`src/rtl/hazard_pkg.sv`:
```
// Shared types and defaults for the hazard scoreboard.
//   fwd_sel_t  : forwarding mux select per execute source port
//   *_DEF      : default parameter values for the scoreboard and its sub-module
//   PC_REG     : register address of the PC (highest address) for the default RAW
package hazard_pkg;

   typedef enum logic [1:0] {
      FWD_RF = 2'b00,
      FWD_W  = 2'b01,
      FWD_M  = 2'b10
   } fwd_sel_t;

   localparam int unsigned RAW_DEF     = 4;
   localparam int unsigned NSRC_DEF    = 3;
   localparam int unsigned MUL_LAT_DEF = 3;
   localparam int unsigned CNT_W_DEF   = 16;
   localparam int unsigned NREG_DEF    = 2 ** RAW_DEF;
   localparam int unsigned PC_REG      = NREG_DEF - 1;

   // Wide enough for the largest legal multiply latency (15).
   localparam int unsigned MUL_CNT_W   = 4;

endpackage

```
`src/rtl/mul_scoreboard.sv`:
```
// Multiply latency tracker: a down-counter plus one pending-write bit per register.
//   clk, reset_n : clock, asynchronous active-low reset
//   issue        : multiply enters execute this cycle (already gated by ~busy)
//   issueAddr    : destination register of the issuing multiply
//   busy, done   : counter nonzero / counter equals one (result ready this cycle)
//   sb           : per-register pending bits, set at issue, cleared as the counter hits zero
module mul_scoreboard
   import hazard_pkg::*;
#(
   parameter int unsigned RAW     = RAW_DEF,
   parameter int unsigned MUL_LAT = MUL_LAT_DEF
) (
   input  logic              clk,
   input  logic              reset_n,
   input  logic              issue,
   input  logic [RAW-1:0]    issueAddr,
   output logic              busy,
   output logic              done,
   output logic [2**RAW-1:0] sb
);

   logic [MUL_CNT_W-1:0] count;

   always_ff @(posedge clk or negedge reset_n) begin
      if (!reset_n) begin
         count <= '0;
         sb    <= '0;
      end else if (issue) begin
         count          <= MUL_CNT_W'(MUL_LAT - 1);
         sb[issueAddr]  <= 1'b1;
      end else if (count != '0) begin
         count <= count - 1'b1;
         // Only one multiply is ever outstanding, so clearing the whole vector is exact.
         if (count == MUL_CNT_W'(1)) begin
            sb <= '0;
         end
      end
   end

   assign busy = (count != '0);
   assign done = (count == MUL_CNT_W'(1));

endmodule

```
`src/rtl/hazard_scoreboard.sv`:
```
// Pipeline hazard unit: execute-stage forwarding, load-use and multiply stalls,
// PC-write stalls/flushes, and saturating stall/flush performance counters.
//   ra_d/re_d, ra_e/re_e            : decode / execute source addresses and read enables
//   wa_e/m/w, regwrite_e/m/w        : destinations and write enables in E/M/W
//   memtoreg_e, mul_d, mul_e        : load in E, multiply in D / E
//   pcsrc_d/e/m/w, branch_taken_e   : PC write pending per stage, taken branch in E
//   cnt_clr                         : synchronous clear of the performance counters
//   stall_f/d, flush_d/e, forward_e : pipeline controls (combinational)
//   mul_busy, mul_done              : multiplier status
//   stall_cnt, flush_cnt            : saturating performance counters
module hazard_scoreboard
   import hazard_pkg::*;
#(
   parameter int unsigned RAW     = RAW_DEF,
   parameter int unsigned NSRC    = NSRC_DEF,
   parameter int unsigned MUL_LAT = MUL_LAT_DEF,
   parameter int unsigned CNT_W   = CNT_W_DEF
) (
   input  logic                clk,
   input  logic                reset_n,
   input  logic [NSRC*RAW-1:0] ra_d,
   input  logic [NSRC*RAW-1:0] ra_e,
   input  logic [NSRC-1:0]     re_d,
   input  logic [NSRC-1:0]     re_e,
   input  logic [RAW-1:0]      wa_e,
   input  logic [RAW-1:0]      wa_m,
   input  logic [RAW-1:0]      wa_w,
   input  logic                regwrite_e,
   input  logic                regwrite_m,
   input  logic                regwrite_w,
   input  logic                memtoreg_e,
   input  logic                mul_d,
   input  logic                mul_e,
   input  logic                pcsrc_d,
   input  logic                pcsrc_e,
   input  logic                pcsrc_m,
   input  logic                pcsrc_w,
   input  logic                branch_taken_e,
   input  logic                cnt_clr,
   output logic                stall_f,
   output logic                stall_d,
   output logic                flush_d,
   output logic                flush_e,
   output logic [NSRC*2-1:0]   forward_e,
   output logic                mul_busy,
   output logic                mul_done,
   output logic [CNT_W-1:0]    stall_cnt,
   output logic [CNT_W-1:0]    flush_cnt
);

   // The PC is the all-ones address; it is never forwarded and never stalls.
   localparam logic [RAW-1:0] PcAddr = {RAW{1'b1}};

   logic [2**RAW-1:0] sb;
   logic              mulIssue;
   logic              ldrStall;
   logic              mulStall;
   logic              pcwrPending;
   logic [RAW-1:0]    rdE;
   logic [RAW-1:0]    rdD;
   fwd_sel_t          fwdSel;

   // A flush of E never cancels a multiply that already issued; the sub-module keeps counting.
   assign mulIssue = mul_e & regwrite_e & ~mul_busy;

   mul_scoreboard #(
      .RAW     (RAW),
      .MUL_LAT (MUL_LAT)
   ) uMulSb (
      .clk       (clk),
      .reset_n   (reset_n),
      .issue     (mulIssue),
      .issueAddr (wa_e),
      .busy      (mul_busy),
      .done      (mul_done),
      .sb        (sb)
   );

   always_comb begin
      forward_e = '0;
      ldrStall  = 1'b0;
      mulStall  = 1'b0;
      rdE       = '0;
      rdD       = '0;
      fwdSel    = FWD_RF;
      for (int i = 0; i < int'(NSRC); i++) begin
         rdE    = ra_e[i*RAW +: RAW];
         rdD    = ra_d[i*RAW +: RAW];
         fwdSel = FWD_RF;
         if (re_e[i] && rdE != PcAddr) begin
            if (regwrite_m && rdE == wa_m) begin
               fwdSel = FWD_M;
            end else if (regwrite_w && rdE == wa_w) begin
               fwdSel = FWD_W;
            end
         end
         forward_e[i*2 +: 2] = fwdSel;
         if (re_d[i] && rdD != PcAddr) begin
            if (memtoreg_e && regwrite_e && rdD == wa_e) begin
               ldrStall = 1'b1;
            end
            // No bypass out of the multiplier: wait on both pending and issuing results.
            if (sb[rdD] || (mul_e && regwrite_e && rdD == wa_e)) begin
               mulStall = 1'b1;
            end
         end
      end
      // Single multiplier: a second multiply waits in D until the unit is free.
      mulStall    = mulStall | (mul_d & (mul_busy | mul_e));
      pcwrPending = pcsrc_d | pcsrc_e | pcsrc_m;
      stall_d     = ldrStall | mulStall;
      stall_f     = stall_d | pcwrPending;
      flush_e     = stall_d | branch_taken_e;
      flush_d     = pcwrPending | pcsrc_w | branch_taken_e;
   end

   always_ff @(posedge clk or negedge reset_n) begin
      if (!reset_n) begin
         stall_cnt <= '0;
         flush_cnt <= '0;
      end else if (cnt_clr) begin
         stall_cnt <= '0;
         flush_cnt <= '0;
      end else begin
         if (stall_d && stall_cnt != '1) begin
            stall_cnt <= stall_cnt + 1'b1;
         end
         if ((flush_d || flush_e) && flush_cnt != '1) begin
            flush_cnt <= flush_cnt + 1'b1;
         end
      end
   end

endmodule

```
`config.mk`:
```
export PLATFORM = sky130hd
export DESIGN_NAME = hazard_scoreboard
export DESIGN_NICKNAME = d
export VERILOG_FILES = /design/src/rtl/hazard_pkg.sv /design/src/rtl/mul_scoreboard.sv /design/src/rtl/hazard_scoreboard.sv
export SDC_FILE = /design/constraint.sdc
export NUM_CORES = 1
export LEC_CHECK = 0
export ABC_AREA = 0
export ABC_CLOCK_PERIOD_IN_PS = 5200
export BUFFER_PORTS_ARGS = -buffer_cell sky130_fd_sc_hd__buf_2
export CORE_ASPECT_RATIO = 1.4
export CORE_MARGIN = 2
export CORE_UTILIZATION = 43
export DETAILED_ROUTE_END_ITERATION = 8
export PLACE_DENSITY_LB_ADDON = 0.12
export RECOVER_POWER = 100
export SKIP_CTS_REPAIR_TIMING = 1
export SLEW_MARGIN = 25
export SYNTH_ARGS = -nofsm -noshare
export SYNTH_HDL_FRONTEND = slang
export SYNTH_SLANG_ARGS = --single-unit
```
`constraint.sdc`:
```
create_clock -name clk -period 5.2 [get_ports clk]
set_clock_uncertainty 0.15 [all_clocks]
set_input_delay 0.78 -clock clk [delete_from_list [all_inputs] [get_ports clk]]
set_output_delay 0.78 -clock clk [all_outputs]
set_load 0.01 [all_outputs]
```
**Word-level counts from Yosys, hierarchy flattened**

Index checks and enable logic that the tools add are counted.

- Bits of input ports: 56
- Output and inout bits: 44
- Word-level logic and storage cells: 115
- Bits in registers: 52

- $lt $le $gt $ge: 5
- Bitwise gates (word level): 14
- Equal/unequal tests: 18
- Add/sub/neg operators: 3
- Reduce and logical (&&, ||, !) cells: 33
- Multiplexer cells: 38

Operators with widths:

| operator | count |
|---|---|
| $mux W16 | 7 |
| $eq A4 B4 Y1 | 9 |
| $add A16 B1 Y16 const B | 2 |
| $ne A16 B16 Y1 const B | 2 |
| $ne A4 B4 Y1 const B | 6 |
| $logic_and A1 B1 Y1 | 23 |
| $lt A4 B5 Y1 const B | 4 |
| $mux W1 | 19 |
| $or A16 B16 Y16 | 1 |
| $bmux W1 S4 | 3 |
| $mux W2 | 6 |
| $or A1 B1 Y1 | 9 |
| $mux W4 | 2 |
| $reduce_bool A2 Y1 | 4 |
| $demux W1 S4 | 1 |
| $eq A4 B1 Y1 const B | 1 |
| $ge A4 B1 Y1 const B | 1 |
| $logic_or A1 B1 Y1 | 4 |
| $reduce_bool A4 Y1 | 1 |
| $sub A4 B1 Y4 const B | 1 |
| $and A1 B1 Y1 | 3 |
| $reduce_and A2 Y1 | 1 |
| $not A1 Y1 | 1 |

**Depth between registers and ports, before layout**

Gate-level depths: netlist of the first run.

- Depth in word-level cells: 16
- Mapped depth: 12
- Gate-level depth less buffers: 9

**Cells and area by module**

A second synthesis of the first run with hierarchy kept.

- Cells, all modules: 393
- Area, all modules: 3629.7 um2

By module, submodules not included:

| module | cells an instance | seq. area each (um2) | times used | area an instance (um2) |
|---|---|---|---|---|
| hazard_scoreboard | 314 | 800.8 | 1 | 2773.9 |
| mul_scoreboard | 79 | 500.5 | 1 | 855.8 |

**Worst setup path before layout of the first run**

No wires, ideal clock.

- Path type: input-to-output
- Start: input ra_d[4]
- End: output stall_f
- Required time: 4270 ps
- Arrival time: 2578 ps
- Setup slack: 1692 ps
- Path buffers: 3
- Stages on the path: 9
- Cell sequence: buf_2 -> mux4_1 -> mux2i_1 -> nor3b_1 -> a211o_1 -> nor3_2 -> buf_2 -> buf_2 -> nand2_1

- Word-level cells in the longest chain between the ends: 10
- Elaborated cells between the ends (all ways): 19
- Classes of those cells: eq/ne (2); mux (10); bitwise (3); reduce/logical (4)

RTL lines:

| what | line | text |
|---|---|---|
| from (decl) | hazard_scoreboard.sv:21 | `input logic [NSRC*RAW-1:0] ra_d,` |
| $bmux W1 S4 or $eq A4 B4 Y1 (tied branches) | hazard_scoreboard.sv:103, hazard_scoreboard.sv:99 |  |
| $mux W1 (implied by the code) or $logic_and A1 B1 Y1 (tied branches) | hazard_scoreboard.sv:103 | `if (sb[rdD] \|\| (mul_e && regwrite_e && rdD == wa_e)) begin` |
| $logic_or A1 B1 Y1 | hazard_scoreboard.sv:103 |  |
| $mux W1 | hazard_scoreboard.sv:103 |  |
| $mux W1 | hazard_scoreboard.sv:98 | `if (re_d[i] && rdD != PcAddr) begin` |
| $mux W1 | hazard_scoreboard.sv:103 |  |
| $mux W1 | hazard_scoreboard.sv:98 |  |
| $or A1 B1 Y1 | hazard_scoreboard.sv:109 | `mulStall = mulStall \| (mul_d & (mul_busy \| mul_e));` |
| $or A1 B1 Y1 (*) | hazard_scoreboard.sv:111 | `stall_d = ldrStall \| mulStall;` |
| $or A1 B1 Y1 (*) | hazard_scoreboard.sv:112 | `stall_f = stall_d \| pcwrPending;` |
| to (decl) | hazard_scoreboard.sv:40 | `output logic stall_f,` |

Mark *: on every way between the ends. The rest lies on a longest branch, timed or not. The select of a mux whose other input is x is not followed.

**Worst setup path in the final report of the first run**

- Start: input ra_d[0]
- End: output stall_d

- Word-level cells in the longest chain between the ends: 11
- Elaborated cells between the ends (all ways): 22
- Classes of those cells: eq/ne (2); mux (14); bitwise (2); reduce/logical (4)

RTL lines:

| what | line | text |
|---|---|---|
| $bmux W1 S4 or $eq A4 B4 Y1 (tied branches) | hazard_scoreboard.sv:103, hazard_scoreboard.sv:99 |  |
| $mux W1 (implied by the code) or $logic_and A1 B1 Y1 (tied branches) | hazard_scoreboard.sv:103 |  |
| $logic_or A1 B1 Y1 | hazard_scoreboard.sv:103 |  |
| $mux W1 | hazard_scoreboard.sv:103 |  |
| $mux W1 | hazard_scoreboard.sv:98 |  |
| $mux W1 | hazard_scoreboard.sv:103 |  |
| $mux W1 | hazard_scoreboard.sv:98 |  |
| $mux W1 | hazard_scoreboard.sv:103 |  |
| $mux W1 | hazard_scoreboard.sv:98 |  |
| $or A1 B1 Y1 | hazard_scoreboard.sv:109 |  |
| $or A1 B1 Y1 (*) | hazard_scoreboard.sv:111 |  |
| to (decl) | hazard_scoreboard.sv:41 | `output logic stall_d,` |

Marked as above.

==> results of run 1 <==
## power by group through the flow
stage	clock, mW	sequential [mW]	combinational [mW]
3_5_place_dp	0	0.496	0.302
5_1_grt	0.371	0.496	0.327
2_1_floorplan	0	0.481	0.210
6_report	0.343	0.490	0.292
3_3_place_gp	0	0.497	0.295
4_1_cts	0.353	0.489	0.302
## layout by cell type (no fill, tap or decap), types with 12 or more instances in the layout
cell,n
clkbuf_1,45
nor2_1,18
xor2_1,14
nand2_1,22
nor2b_1,15
or3_1,21
nor3_1,15
nand4_1,18
o21ai_0,22
a21oi_1,26
buf_2,55
nand3_1,19
xnor2_1,22
and3_1,12
dfrtp_1,52
## metrics by stage
| stage | instance area [sq um] | hold slack [ns] |
|---|---|---|
| after detailed placement | 4250 | 0.333 |
| after floorplan | 3750 | 0.300 |
| after global placement | 4250 | 0.318 |
| final | 4320 | 0.346 |
| after global routing | 4320 | 0.392 |
| after CTS | 4400 | 0.349 |
## worst max-delay path by stage
stage               depth (start not counted)       startpoint  slack, ns           end
floorplan                                   9          ra_d[4]       1.69       stall_f
global placement                            9          ra_d[0]       1.41       stall_d
detailed placement                          9          ra_d[0]       1.37       stall_d
CTS                                         9          ra_d[0]       1.37       stall_d
global route                                9  uMulSb.count[1]       0.99  flush_cnt[9]
finish                                      9          ra_d[0]       1.30       stall_d
## registers in the layout, summed over array words and instances (netlist names)
signal / flops
stall_cnt: 16
uMulSb.sb: 16
flush_cnt: 16
uMulSb.count: 4
## final cells by class
cell class / instances / share of cell area, %
Multi-Input combinational cell: 329 / 52.4
Sequential cell: 52 / 30.1
Clock buffer: 5 / 2.89
Timing Repair Buffer: 101 / 10.4
Inverter: 6 / 0.521
Clock inverter: 3 / 0.608
Tap cell: 105 / 3.04
## worst max-delay path, stage by stage
cell       delay [ns]
buf_2            0.22
mux4_2           0.52
inv_1            0.06
a2111oi_0        0.10
or4_1            0.58
nor3_1           0.17
buf_4            0.29
inv_1            0.11
clkbuf_1         0.14
## kinds of logic (layout without fill, tap and decap cells)
logic type | after synthesis | in the layout | share of synthesized area [%]
buffers and inverters | 32 | 115 | 4.44
adder cells (fa/ha/maj) | 4 | 4 | 1.34
multiplexers | 24 | 24 | 9.15
flip-flops | 52 | 52 | 34.7
AO/OA/AOI/OAI | 86 | 86 | 14.6
AND/OR/NAND/NOR | 179 | 179 | 27.3
XOR/XNOR | 36 | 36 | 8.41
## routing by layer
layer	wire length (microns)	global-route usage [%]
met1	4260	26.4
met3	354	2.52
met5	0	0
met2	5410	39.5
met4	197	7.10
==> impl_results.md, run 1 <==
- Outcome: finished, violations left
- Failing checks: capacitance limit, slew limit
- Int Pwr: 0.754 mW
- DRC viols: 0
- Mapped Cells: 413
- Vias: 3,550
- GP Congestion: 0.961
- Total track usage: 21.6%
- Grt total ovfl: 0
- Post-DP HPWL: 7750 microns
- P&R area growth vs syn: 15.4%
- Startpoint types: primary input
- Clock Latency Late Sink: 0.30 ns
- Slew Limit Headroom: -94.0%
- WHS Endpoint: uMulSb.count[1]
- # port buffers: 99
- Synth Net Count: 473
- FF-to-FF Start: uMulSb.count[0]
- Peak VDD IR: 162 uV
- Worst Hold Class: register to register
- Top Ports: 100
- Sw frac: 33.0%
- Post-synthesis register bit count: 52
- Via density: 5.91
- Max Clk Rate: 256 MHz
- Core area: 0.00851 sq mm
- Diodes inserted: 0
- Max Cap Viol: 1
- Die height: 114 microns
- Final period util: 75.1%
- Nets: 555
- Final hold vios: 0
- WL per Instance: 17.0 microns
- Post-synth top area share: 34.7%
- Crit path DAT: 2.97 ns
- Sequential-to-total area share from yosys stat: 34.7%
- Synth warnings: 0
- Area leader, netlist: dfrtp_1
- RSZ-0062 raised after global routing: false
- Worst-case reg-to-reg path depth: 9
- Startpoint of the worst hold path: uMulSb.count[1]
- Synth cell count leaders: 52 x dfrtp_1, 26 x a21oi_1, 22 x nand2_1, 22 x xnor2_1, 21 x or3_1
- P per Cell Area: 260 mW/mm^2
- Seq pwr share: 43.5%
- 1st-iter DRT viols: 138
- Max Slew Vio Count: 53
- Distinct cell type count after synthesis: 55
- Mapped cell area: 0.00375 sq mm
- P_sw: 0.371 mW
- Async S/R FF share, synth: 100%
- Main synth FF type: dfrtp_1
- Post-Route WL: 10,200 microns
- Row cnt: 40
- TritonCTS sink count: 52
- Crit Path Class: primary input to output port
- Global-route wire length before repair: 16,600 microns
- H-Tree Depth: 2
- Logic gate share of total power: 25.9%
- Number of synthesized flops with an enable pin: 0
- Mapped Avg Cell Area: 9.07 sq um
- DIE AREA: 0.00949 sq mm
- Total power: 1.12 mW
- CP max FO: 29
- Pre-CTS WS: 1.37 ns
- Worst-path clk slew: 0.07 ns
- CTS tree: done
- Worst setup EP type: output port
- R2r endpoint: flush_cnt[8]
- Die width: 82.9 microns
- Top-count cell post-synth: dfrtp_1
- Drt first pass iters: 5
- Vias in the first global route: 3,313
- Final setup vio count: 0
- Filler instances: 865
- Total negative slack: 0 ns
- P_leak: 1.80 nW
- Crit path required time: 4.27 ns
- Final ANT Viol Nets: 0
- Hold depth: 2
- Worst-Margin Slew: 2.91 ns
- CTS root buffer: clkbuf_16
- Final Core Density: 50.8%
- Starting Density: 44.0%
- Storage element area: 0.00130 sq mm
- Area contributors post-synth: dfrtp_1 35%, xnor2_1 5.1%, or3_1 3.5%
- Clock buffer count from CTS: 5
- Area occupied by multi-input gates: 0.00226 sq mm
- Power share of the clock group: 30.5%
- Cells after DPL: 593
- Largest net degree at the start of global routing: 53
- Final Critical Period: 3.90 ns
- Flop2flop setup slack: 1.42 ns
- Finished Layout Cells: 601
- Antenna violations before repair: 0
- Fraction of layout cells with a size suffix above 1: 15.7%
- Final WS setup: 1.30 ns
- Max clock buf depth: 2
Note: power is estimated with default switching activity, not from simulation.
==> inputs of run 2 (changes only) <==
--- a/config.mk
+++ b/config.mk
@@ -6,7 +6,7 @@
 export NUM_CORES = 1
 export LEC_CHECK = 0
 export ABC_AREA = 0
-export ABC_CLOCK_PERIOD_IN_PS = 5200
+export ABC_CLOCK_PERIOD_IN_PS = 3800
 export BUFFER_PORTS_ARGS = -buffer_cell sky130_fd_sc_hd__buf_2
 export CORE_ASPECT_RATIO = 1.4
 export CORE_MARGIN = 2
==> constraint.sdc (replaced) <==
create_clock -name clk -period 3.8 [get_ports clk]
set_clock_uncertainty 0.15 [all_clocks]
set_input_delay 0.57 -clock clk [delete_from_list [all_inputs] [get_ports clk]]
set_output_delay 0.57 -clock clk [all_outputs]
set_load 0.01 [all_outputs]
==> impl_results.md, run 2 (synthesis gave the netlist of run 1 again) <==
- Worst setup EP type: output port
- FF-to-FF Start: uMulSb.count[0]
- RSZ-0062 raised after global routing: false
- Cells after DPL: 594 (+0.17%)
- Total power: 1.53 mW (+36%)
- Total negative slack: 0 ns (unchanged)
- Hold depth: 2 (unchanged)
- Nets: 556 (+0.18%)
- Startpoint types: register
- Hold WS: 0.339 ns (-0.00708 ns)
- WHS Endpoint: uMulSb.count[1]
- TritonCTS sink count: 52 (unchanged)
- R2r endpoint: flush_cnt[13]
- Crit path max-delay cell type: or3b_1
- CP top delay family: simple AND/OR/NAND/NOR gates
- P_leak: 1.80 nW (-0.17%)
- Sw frac: 32.8% (-0.18 points)
- Power share of the clock group: 29.8% (-0.7 points)
- Outcome: finished, violations left
- Worst-case reg-to-reg path depth: 10 (+1)
- Via density: 5.90 (-0.14%)
- Worst Hold Class: register to register
- DIE AREA: 0.00949 sq mm (unchanged)
- Final setup vio count: 0 (unchanged)
- WL per Instance: 17.4 microns (+2.5%)
- M1 WL: 4220 microns (-0.82%)
- Finished Layout Cells: 602 (+0.17%)
- Int Pwr: 1.03 mW (+36%)
- H-Tree Depth: 2 (unchanged)
- Row cnt: 40 (unchanged)
- Final Core Density: 50.9% (about the same)
- CP most frequent cell: inv_1
- Slew Limit Headroom: -21.9% (+72 points)
- Clock Latency Late Sink: 0.29 ns (about the same)
- Crit path DAT: 2.77 ns (-0.20 ns)
- CP bufs+invs: 3 (-2)
- Global-route wire length before repair: 17,000 microns (+2.0%)
- Antenna violations before repair: 0 (unchanged)
- Post-Route WL: 10,500 microns (+2.7%)
- Worst-path cell chain: inv_1, ha_1, or3b_1, o21ai_0, o41ai_1, or4_4, nor3_2, inv_1, clkbuf_1
- Final period util: 91.9%
- Fraction of layout cells with a size suffix above 1: 15.9% (+0.17 points)
- Seq pwr share: 43.9% (+0.4 points)
- Largest net degree at the start of global routing: 41 (-23%)
- Max Clk Rate: 286 MHz
- Starting Density: 44.0% (unchanged)
- Clock buffer count from CTS: 5 (unchanged)
- Total track usage: 22.1% (+0.52 points)
- Drt first pass iters: 4 (-1)
- Vias in the first global route: 3,494 (+5.5%)
- Final hold vios: 0 (unchanged)
- # port buffers: 99 (unchanged)
- GP Congestion: 0.963 (+0.23%)
- Startpoint of the worst hold path: uMulSb.count[1]
- Diodes inserted: 0 (unchanged)
- Max clock buf depth: 2 (unchanged)
- Crit. Startpoint: uMulSb.count[0]
- Post-DP HPWL: 8030 microns (+3.6%)
- 1st-iter DRT viols: 204 (+48%)
- Die width: 82.9 microns (unchanged)
- Final ANT Viol Nets: 0 (unchanged)
- Peak VDD IR: 222 uV (+37%)
- Worst-Margin Slew: 1.83 ns (-1.08 ns)
- Final Critical Period: 3.49 ns
- Crit path required time: 3.08 ns (-1.19 ns)
- Grt total ovfl: 0 (unchanged)
- CP max stage delay: 0.47 ns (-0.11 ns)
- DRC viols: 0 (unchanged)
- CTS root buffer: clkbuf_16
- P_sw: 0.501 mW (+35%)
- Vias: 3,551 (+0.028%)
- Crit Path Class: register to output port
- Routed length on met3: 390 microns (+10%)
- DR top layer: met4
- Max Cap Viol: 1 (unchanged)
- Met2 routed WL: 5490 microns (+1.4%)
- Failing checks: capacitance limit, slew limit
- Top Ports: 100 (unchanged)
- Filler instances: 882 (+2.0%)
- Commonest non-fill, non-tap cell in the layout: buf_2
- Commonest cells after routing, fill and taps aside: 54 x buf_2, 52 x dfrtp_1, 47 x clkbuf_1
- Flop2flop setup slack: 0.34 ns (-1.08 ns)
- Number of stages on the worst setup path: 9 (unchanged)
- Core area: 0.00851 sq mm (unchanged)
- P per Cell Area: 353 mW/mm^2 (+36%)
- Die height: 114 microns (unchanged)
- Logic gate share of total power: 26.3% (+0.4 points)
- Max Slew Vio Count: 33 (-38%)
- P&R area growth vs syn: 15.5% (about the same)
- CP max FO: 6 (-79%)
- CTS tree: done
- Worst-path clk slew: 0.07 ns (about the same)
- Top flop regs: flush_cnt (16), stall_cnt (16), uMulSb.sb (16)
## run 2: stage by stage
step / setup slack, ns / cell area, sq um
2_1_floorplan: 0.712 / 3750
3_3_place_gp: 0.468 / 4250
3_5_place_dp: 0.438 / 4250
4_1_cts: 0.278 / 4400
5_1_grt: 0.102 / 4330
6_report: 0.308 / 4330
## run 2: power groups by stage
stage | Combinational [mW] | Sequential (mW) | Clock [mW]
2_1_floorplan | 0.288 | 0.659 | 0
3_3_place_gp | 0.406 | 0.680 | 0
3_5_place_dp | 0.414 | 0.680 | 0
4_1_cts | 0.416 | 0.670 | 0.469
5_1_grt | 0.454 | 0.677 | 0.489
6_report | 0.403 | 0.671 | 0.455
## run 2: cell type report
cell class	count	area, sq um	share of cell area, %
clock buffer	6	129	2.98
clock inverter	2	16.3	0.376
inverter	6	22.5	0.521
multi-input combinational	329	2270	52.5
sequential	52	1300	30.1
tap	105	131	3.04
timing repair buffer	102	453	10.5
## run 2: worst max-delay path by stage
stage | slack [ns] | to
4_1_cts | 0.28 | stall_d
3_5_place_dp | 0.44 | stall_d
5_1_grt | 0.10 | stall_d
6_report | 0.31 | stall_d
2_1_floorplan | 0.71 | stall_f
3_3_place_gp | 0.47 | stall_d
## run 2: routing by layer
metal	vias up	track usage, %
met5	-	0
met4	0	9.73
met2	94	42.0
li1	1708	-
met1	1721	24.3
met3	28	3.10
## run 2: worst register-to-register path, stage by stage, from the launching register on
cell and delay, ns:
dfrtp_1 0.40, inv_1 0.08, ha_1 0.22, or3b_1 0.47, o21ai_0 0.21, o41ai_1 0.11
or4_4 0.45, nor3b_2 0.59, clkbuf_2 0.40, or3_2 0.18, a21oi_1 0.05
